## config.mk

```make
export PLATFORM = sky130hd
export DESIGN_NAME = sram_column_seq
export DESIGN_NICKNAME = d
export VERILOG_FILES = /design/src/rtl/sram_column_seq.sv
export SDC_FILE = /design/constraint.sdc
export NUM_CORES = 1
export LEC_CHECK = 0
export CAP_MARGIN = 5
export CORE_MARGIN = 2
export CORE_UTILIZATION = 34
export DETAILED_ROUTE_END_ITERATION = 8
export SETUP_SLACK_MARGIN = 0.05
export SLEW_MARGIN = 10
export SYNTH_ARGS = -nofsm -noshare
export SYNTH_HDL_FRONTEND = slang
export SYNTH_SLANG_ARGS = --single-unit
```

## constraint.sdc

```tcl
create_clock -name clk -period 3.2 [get_ports clk]
set_input_delay 0.64 -clock clk [delete_from_list [all_inputs] [get_ports clk]]
set_output_delay 0.64 -clock clk [all_outputs]
set_load 0.01 [all_outputs]
```

## src/rtl/sram_column_seq.sv

```systemverilog
// SRAM compute-column sequencer.
// Accepts one request (packed twiddle bit-planes plus four positive and four
// negative 6-bit row operands). It then drives the column one twiddle plane
// per cycle, MSB plane first, and accumulates the column's (pos - neg) sum
// with binary plane weighting. The signed result is held on a valid/ready
// output until the consumer takes it. Supported N_PLANES range: 2..4.
//
// state | meaning
// IDLE  | waiting for a request; in_ready high
// RUN   | one plane per cycle on col_twiddle, accumulating column sums
// DONE  | result presented with out_valid until out_ready
module sram_column_seq #(
    parameter int N_PLANES = 4,
    parameter int RESULT_W = 18
) (
    input  logic                       clk,
    input  logic                       rst,
    input  logic                       in_valid,
    output logic                       in_ready,
    input  logic [4*N_PLANES-1:0]      twiddle_word,
    input  logic [23:0]                data_pos,
    input  logic [23:0]                data_neg,
    output logic [3:0]                 col_twiddle,
    output logic [23:0]                col_data_pos,
    output logic [23:0]                col_data_neg,
    input  logic [12:0]                col_pos_sum,
    input  logic [12:0]                col_neg_sum,
    output logic                       out_valid,
    input  logic                       out_ready,
    output logic signed [RESULT_W-1:0] result
);

    localparam int K_W = (N_PLANES > 2) ? 2 : 1;

    typedef enum logic [1:0] {
        IDLE = 2'd0,
        RUN  = 2'd1,
        DONE = 2'd2
    } state_t;

    state_t                      state_q;
    state_t                      state_d;
    logic                        run_en;
    logic                        accept;
    logic                        last_plane;
    logic [K_W-1:0]              k_q;
    logic [4*N_PLANES-1:0]       tw_q;
    logic [23:0]                 pos_q;
    logic [23:0]                 neg_q;
    logic signed [RESULT_W-1:0]  acc_q;
    logic signed [RESULT_W-1:0]  result_q;
    logic signed [RESULT_W-1:0]  pos_ext;
    logic signed [RESULT_W-1:0]  neg_ext;
    logic signed [RESULT_W-1:0]  acc_step;

    assign accept     = in_ready && in_valid;
    assign last_plane = (k_q == '0);

    // Column sums are unsigned magnitudes; widen before the signed subtract.
    assign pos_ext  = RESULT_W'(col_pos_sum);
    assign neg_ext  = RESULT_W'(col_neg_sum);
    assign acc_step = (acc_q <<< 1) + pos_ext - neg_ext;

    assign col_data_pos = pos_q;
    assign col_data_neg = neg_q;
    assign result       = result_q;

    // State register.
    always_ff @(posedge clk) begin
        if (rst) begin
            state_q <= IDLE;
        end else begin
            state_q <= state_d;
        end
    end

    // Next-state and handshake outputs; reset forces the idle-looking outputs.
    always_comb begin
        state_d   = state_q;
        in_ready  = 1'b0;
        out_valid = 1'b0;
        run_en    = 1'b0;
        case (state_q)
            IDLE: begin
                in_ready = 1'b1;
                if (in_valid) state_d = RUN;
            end
            RUN: begin
                run_en = 1'b1;
                if (last_plane) state_d = DONE;
            end
            DONE: begin
                out_valid = 1'b1;
                if (out_ready) state_d = IDLE;
            end
            default: state_d = IDLE;
        endcase
        if (rst) begin
            state_d   = IDLE;
            in_ready  = 1'b1;
            out_valid = 1'b0;
            run_en    = 1'b0;
        end
    end

    // Select the current plane from the latched word while running.
    always_comb begin
        col_twiddle = 4'b0000;
        if (run_en) begin
            for (int i = 0; i < N_PLANES; i++) begin
                if (int'(k_q) == i) col_twiddle = tw_q[4*i +: 4];
            end
        end
    end

    // Operand latch, plane counter and accumulator; result captured on the last plane.
    always_ff @(posedge clk) begin
        if (rst) begin
            tw_q     <= '0;
            pos_q    <= '0;
            neg_q    <= '0;
            k_q      <= '0;
            acc_q    <= '0;
            result_q <= '0;
        end else if (accept) begin
            tw_q  <= twiddle_word;
            pos_q <= data_pos;
            neg_q <= data_neg;
            k_q   <= K_W'(N_PLANES - 1);
            acc_q <= '0;
        end else if (run_en) begin
            acc_q <= acc_step;
            if (last_plane) begin
                result_q <= acc_step;
            end else begin
                k_q <= k_q - 1'b1;
            end
        end
    end

endmodule

```

==> results of run 1 <==
## cells in the mapped netlist (6+ instances only)
master / instances
nand2_1: 175
a21oi_1: 112
dfxtp_1: 103
inv_1: 61
nor2_1: 28
ha_1: 21
buf_2: 16
clkbuf_1: 14
fa_1: 13
o21ai_0: 12
xnor2_1: 9
nand3_1: 7
buf_6: 6
nor3_1: 6
## where the power goes
group	switching [mW]	internal [mW]
combinational	0.620	0.605
clock	0.487	0.572
sequential	0.0567	1.38
total	1.16	2.55
## timing repair
action | 4_1_cts | 5_1_grt
buffers inserted | 1 | 1
resized for setup | 3 | 17
endpoints found under the setup margin | 6 | 13
hold buffers | 0 | 0
pin swaps | 5 | 15
## cell families (layout without fill, tap and decap cells)
logic type,Yosys count,count (layout),synth area share (%)
DFF,103,103,39.4
muxes,3,3,0.573
buffers and inverters,101,281,8.87
xor gates and xnor gates,14,14,2.49
and+or+nand+nor,241,241,19.2
adders and majority gates,34,34,9.99
AOI/OAI and AO/OA,170,170,19.5
## critical path: stages
cell             delay [ps]
clkdlybuf4s50_1         460
inv_1                    50
fa_1                    530
inv_1                    50
ha_1                    420
and2_1                  220
o21ai_1                 210
buf_4                   150
a31oi_1                  90
or3_1                   380
a21oi_2                 130
## area by class of cell
cell class / instances / area [um2]
fillers: 1437 / 7590
multi-input cells: 462 / 2780
flip-flops and latches: 103 / 2060
repair buffers: 204 / 1960
clock buffers: 12 / 256
well taps: 188 / 235
inverters: 61 / 229
clock inverters: 4 / 28.8
## metal layers
| layer | part of all wire (%) | up-vias |
|---|---|---|
| li1 | - | 2535 |
| met2 | 47 | 151 |
| met3 | 8.4 | 22 |
| met1 | 43 | 2322 |
| met5 | 0 | - |
| met4 | 1.8 | 0 |
## through the flow
stage,util [%],hold WS [ps]
floorplan,-,436
global placement,47.4,442
detailed placement,47.4,446
CTS,49.4,455
global route,49.9,474
finish,49.9,454
## path summary, 6_finish.rpt
| kind | from | endpoint | slack [ps] | cells after the start |
|---|---|---|---|---|
| worst min register to register | col_data_neg[22]$_SDFFE_PP0P_ | col_data_neg[22]$_SDFFE_PP0P_ | 450 | 2 |
| worst max-delay path | col_pos_sum[7] | result[16]$_SDFFE_PP0P_ | 150 | 11 |
| worst min-delay path | col_data_neg[22]$_SDFFE_PP0P_ | col_data_neg[22]$_SDFFE_PP0P_ | 450 | 2 |
| worst max register to register | acc_q[0]$_SDFFE_PP0P_ | result[13]$_SDFFE_PP0P_ | 490 | 12 |
## sequential cells by signal (all words and copies together) (netlist names)
signal and count:
k_q 2, state_q 2, tw_q 16, result 18
col_data_neg 24, acc_q 17, col_data_pos 24
==> impl_metrics.csv, run 1 <==
group,metric,value,unit
power_and_ir_drop,p_leak,3.09,nW
finish,antennaDiodeCount,0,
placed_design,placed_area,7180,um2
logic_synthesis,synth_edf_count,0,
timing,rsz0062_at_grt,"yes",
die,rows,45,
logic_synthesis,avgSynthCellArea,7.86,um2
placed_design,routabilityCongestion,0.914,
logic_synthesis,synth_cell_types,57,
die,chipHeight,128,um
flow_run,maxCapViolations,0,
worst_setup_path,crit_path_start_kind,"input port",
min_path,min_path_type,"reg2reg",
global_routing,grt_max_degree,65,
finish,drive_above_1_share,10.3,%
cts,clock_latency,350,ps
routing,via_per_inst,4.86,
timing,fin_skew,5.19,ps
worst_setup_path,cp_data_arrival_time,3320,ps
timing,worstMarginPinSlew,969,ps
logic_synthesis,synth_flop_cell,"dfxtp_1",
global_routing,met3_usage,6.43,%
placed_design,dp.cells,1016,
cts,cts_buffers,9,
cts,htree_levels,3,
cts,clock-root-buffer,"clkbuf_16",
timing,period_share,95.2,%
global_routing,met1_usage,22.4,%
worst_setup_path,path_class,"in2reg",
finish,nets,969,
logic_synthesis,yosysTopAreaCellShare,39.4,%
logic_synthesis,synth-seq-cells,103,
cts,clkSinkCount,103,
global_routing,antenna_found_initial,0,
die,design.core.area,15100,um2
global_routing,grt-ovfl-total,0,
logic_synthesis,synth_warnings,0,
routing,vias,5030,
power_and_ir_drop,ir_drop,0.321,mV
global_routing,grt_pass1_wl,24400,um
timing,relSlewSlack,35.2,%
routing,antenna_left,0,
power_and_ir_drop,power_density,492,nW/um2
global_routing,track_usage,18.5,%
routing,drc_errors,0,
worst_setup_path,required,3480,ps
logic_synthesis,synth_nets,794,
timing,worst_slack,153,ps
logic_synthesis,ys_seq_area_share,39.4,%
finish,final_cell_area,7560,um2
global_routing,top_usage_layer,"met2",
logic_synthesis,synth.area.top_cells,"dfxtp_1 39%, nand2_1 13%, a21oi_1 11%",
cts,cts_tree,"built",
worst_setup_path,critPathCaptureType,"flop",
die,die_x,128,um
power_and_ir_drop,finalPower,3.72,mW
status,outcome,"finished clean",
die,initial_core_util,34.6,%
timing,fin_crit,3050,ps
timing,finalSetupViolCount,0,
finish,fin_cells,1034,
logic_synthesis,synth_async_sr_flop_share,0,%
cts,path_clk_slew,70,ps
logic_synthesis,synthCells,666,
timing,fmax,328,MHz
worst_setup_path,critPathMaxFanout,7,
logic_synthesis,syn-cell-area,5240,um2
finish,mostFrequentLayoutCells,"174 x nand2_1, 160 x clkdlybuf4s50_1, 111 x a21oi_1, 103 x dfxtp_1, 59 x inv_1",
timing,fin_tns_setup,0,ps
routing,drtPass1Iterations,4,
die,io-pin-count,166,
placed_design,pre_cts_slack,-474,ps
timing,slew_viol_final,0,
finish,layout_commonest_cell,"nand2_1",
placed_design,hpwl,11100,um
routing,wire_per_inst,14.6,um
placed_design,place.port_buffers,165,
timing,timing.final.hold_violations,0,
routing,drt_iter0_drc,228,
global_routing,grt_pass1_vias,5088,
global_routing,met2_usage,30.7,%
die,die_area,16400,um2
logic_synthesis,post-synth-top-area-cell,"dfxtp_1",
finish,area_delta_synth_final,44.3,%
cts,cts.path.max_buffers,2,
routing,postRouteWirelength,15100,um
(Power assumes the default switching activity.)
==> inputs of run 2 (changes only) <==
--- a/config.mk
+++ b/config.mk
@@ -7,8 +7,9 @@
 export LEC_CHECK = 0
 export CAP_MARGIN = 5
 export CORE_MARGIN = 2
-export CORE_UTILIZATION = 34
+export CORE_UTILIZATION = 42
 export DETAILED_ROUTE_END_ITERATION = 8
+export PLACE_DENSITY = 0.76
 export SETUP_SLACK_MARGIN = 0.05
 export SLEW_MARGIN = 10
 export SYNTH_ARGS = -nofsm -noshare
==> run 2 against run 1 <==
  * Utilization is 12 points higher
  * Final cell count is 2.1% lower
  * Design area is 0.20% lower
  * Non-clock buffer count is 1 lower
  * Via count is 2.3% higher
  * Sequential power hardly changed
  * Global-route usage is 4.4 points higher
  * Clock skew is 1.9 ps higher
  * Wire length is 0.52% higher
  * Worst hold slack hardly changed
  * Sequential cell count stayed put
  * Register-to-register slack worse by 90 ps
  * Largest power group unchanged
==> impl_metrics.csv, run 2 (synthesis results as in run 1) <==
group,metric,value,unit
timing,finalSetupViolCount,0,
global_routing,grt-ovfl-total,0,
global_routing,antenna_found_initial,0,
power_and_ir_drop,p_int,2.54,mW
worst_setup_path,reg2reg_depth,12,
cts,htree_levels,3,
routing,drtPass1Iterations,5,
worst_setup_path,path_class,"in2reg",
power_and_ir_drop,p_leak,3.07,nW
timing,rsz0062_at_grt,"yes",
placed_design,pre_cts_slack,-418,ps
finish,final_cell_area,7540,um2
placed_design,placed_area,7150,um2
timing,timing.final.hold_violations,0,
flow_run,maxCapViolations,0,
die,die_x,116,um
routing,antenna_left,0,
timing,fin_crit,3040,ps
global_routing,grt_max_degree,94,
routing,wire_per_inst,15.0,um
finish,antennaDiodeCount,0,
power_and_ir_drop,p_sw_share,31.5,%
worst_setup_path,worstPathCellList,"clkdlybuf4s50_1 > inv_1 > fa_1 > inv_1 > ha_1 > and2_1 > o21ai_0 > buf_4 > a31oi_1 > or3_1 > a21oi_2",
routing,postRouteWirelength,15100,um
global_routing,grt_pass1_vias,5195,
cts,cts_hold_repair.buffers,0,
timing,worst_slack,157,ps
worst_setup_path,critPathCaptureType,"flop",
power_and_ir_drop,power_frac_seq,38.7,%
finish,mostFrequentLayoutCells,"174 x nand2_1, 161 x clkdlybuf4s50_1, 110 x a21oi_1, 103 x dfxtp_1, 59 x inv_1",
timing,relSlewSlack,34.8,%
worst_setup_path,max_stage_delay,540,ps
die,design.core.area,12100,um2
power_and_ir_drop,p_switching,1.17,mW
global_routing,grt_pass1_wl,24400,um
routing,via_per_inst,5.09,
routing,drc_errors,0,
timing,fin_tns_setup,0,ps
finish,fin_util,62.3,%
timing,slew_viol_final,0,
finish,nFillCells,1038,
cts,path_clk_slew,70,ps
worst_setup_path,critPathMaxFanout,6,
finish,layout_commonest_cell,"nand2_1",
cts,cts_tree,"built",
cts,clkSinkCount,103,
worst_setup_path,cpMostUsedCell,"inv_1",
worst_setup_path,cp_data_arrival_time,3320,ps
power_and_ir_drop,p_clk_share,27.6,%
cts,cts.path.max_buffers,2,
timing,period_share,95.1,%
finish,multi_input_area,2790,um2
cts,cts_buffers,9,
placed_design,place.port_buffers,165,
die,io-pin-count,166,
status,outcome,"finished clean",
die,chipHeight,116,um
worst_setup_path,crit_family,"adder cells",
finish,nets,968,
power_and_ir_drop,ir_drop,0.263,mV
placed_design,routabilityCongestion,0.944,
placed_design,hpwl,11300,um
timing,worstMarginPinSlew,974,ps
cts,clock-root-buffer,"clkbuf_16",
die,die_area,13400,um2
worst_setup_path,path_buf_inv,4,
worst_setup_path,cp_num_cells,11,
routing,vias,5148,
timing,fin_skew,7.05,ps
worst_setup_path,required,3470,ps
cts,clock_latency,340,ps
global_routing,track_usage,22.9,%
timing,holdWs,454,ps
routing,drt_iter0_drc,357,
die,initial_core_util,43.2,%
power_and_ir_drop,power_density,491,nW/um2
finish,seqCellArea,2060,um2
timing,fmax,329,MHz
die,rows,40,
worst_setup_path,crit_path_start_kind,"input port",
finish,area_delta_synth_final,44.0,%
min_path,holdPathStages,2,
power_and_ir_drop,combPwrFrac,33.7,%
min_path,min_path_type,"reg2reg",
worst_setup_path,cpMaxStageDelayCell,"fa_1",
finish,drive_above_1_share,10.2,%
[run 2: metal layers]
metal	GRT usage [%]	wire (um)	part of all wire [%]	vias up
met5	0	0	0	-
met4	9.92	383	2.5	0
met3	5.86	1170	7.7	31
met2	39.2	7380	49	197
met1	27.3	6220	41	2385
li1	-	-	-	2535
[run 2: metrics by stage]
| step | cells | power, mW |
|---|---|---|
| 2_1_floorplan | 666 | 2.16 |
| 3_3_place_gp | 992 | 2.60 |
| 3_5_place_dp | 992 | 2.64 |
| 4_1_cts | 1008 | 3.68 |
| 5_1_grt | 1012 | 3.91 |
| 6_report | 1012 | 3.70 |
[run 2: cell type report]
class                           instances  share of cell area, %
Multi-Input combinational cell        462                   37.0
Sequential cell                       103                   27.3
Timing Repair Buffer                  203                   26.2
Clock buffer                           11                   3.22
Inverter                               61                   3.04
Tap cell                              168                   2.79
Clock inverter                          4                  0.415
[run 2: worst register-to-register path, stage by stage (launching register included)]
cell      delay, ps
dfxtp_1         320
inv_1            60
fa_1            560
inv_2            50
ha_4            160
fa_2            370
a211oi_2        180
buf_4           160
o21ai_2          80
a21oi_2         180
a31oi_2         130
xnor2_2         180
a211oi_2        280
[run 2: power groups by stage]
stage / logic, mW / clock network [mW] / registers (mW)
floorplan: 0.682 / 0 / 1.48
global placement: 1.14 / 0 / 1.46
detailed placement: 1.18 / 0 / 1.46
CTS: 1.20 / 1.05 / 1.43
global route: 1.36 / 1.10 / 1.44
finish: 1.25 / 1.02 / 1.43
[run 2: repair_timing]
action / CTS / global route
pin swaps: 10 / 10
setup buffers: 1 / 4
endpoints found under the setup margin: 8 / 16
gates resized for setup: 5 / 16
hold endpoints to repair: 0 / 0
[run 2: final timing paths]
kind | startpoint | to | slack, ps
worst max-delay path | col_pos_sum[7] | result[16]$_SDFFE_PP0P_ | 160
worst min-delay path | col_data_pos[20]$_SDFFE_PP0P_ | col_data_pos[20]$_SDFFE_PP0P_ | 450
worst max register to register | acc_q[0]$_SDFFE_PP0P_ | result[15]$_SDFFE_PP0P_ | 400
worst min register to register | col_data_pos[20]$_SDFFE_PP0P_ | col_data_pos[20]$_SDFFE_PP0P_ | 450
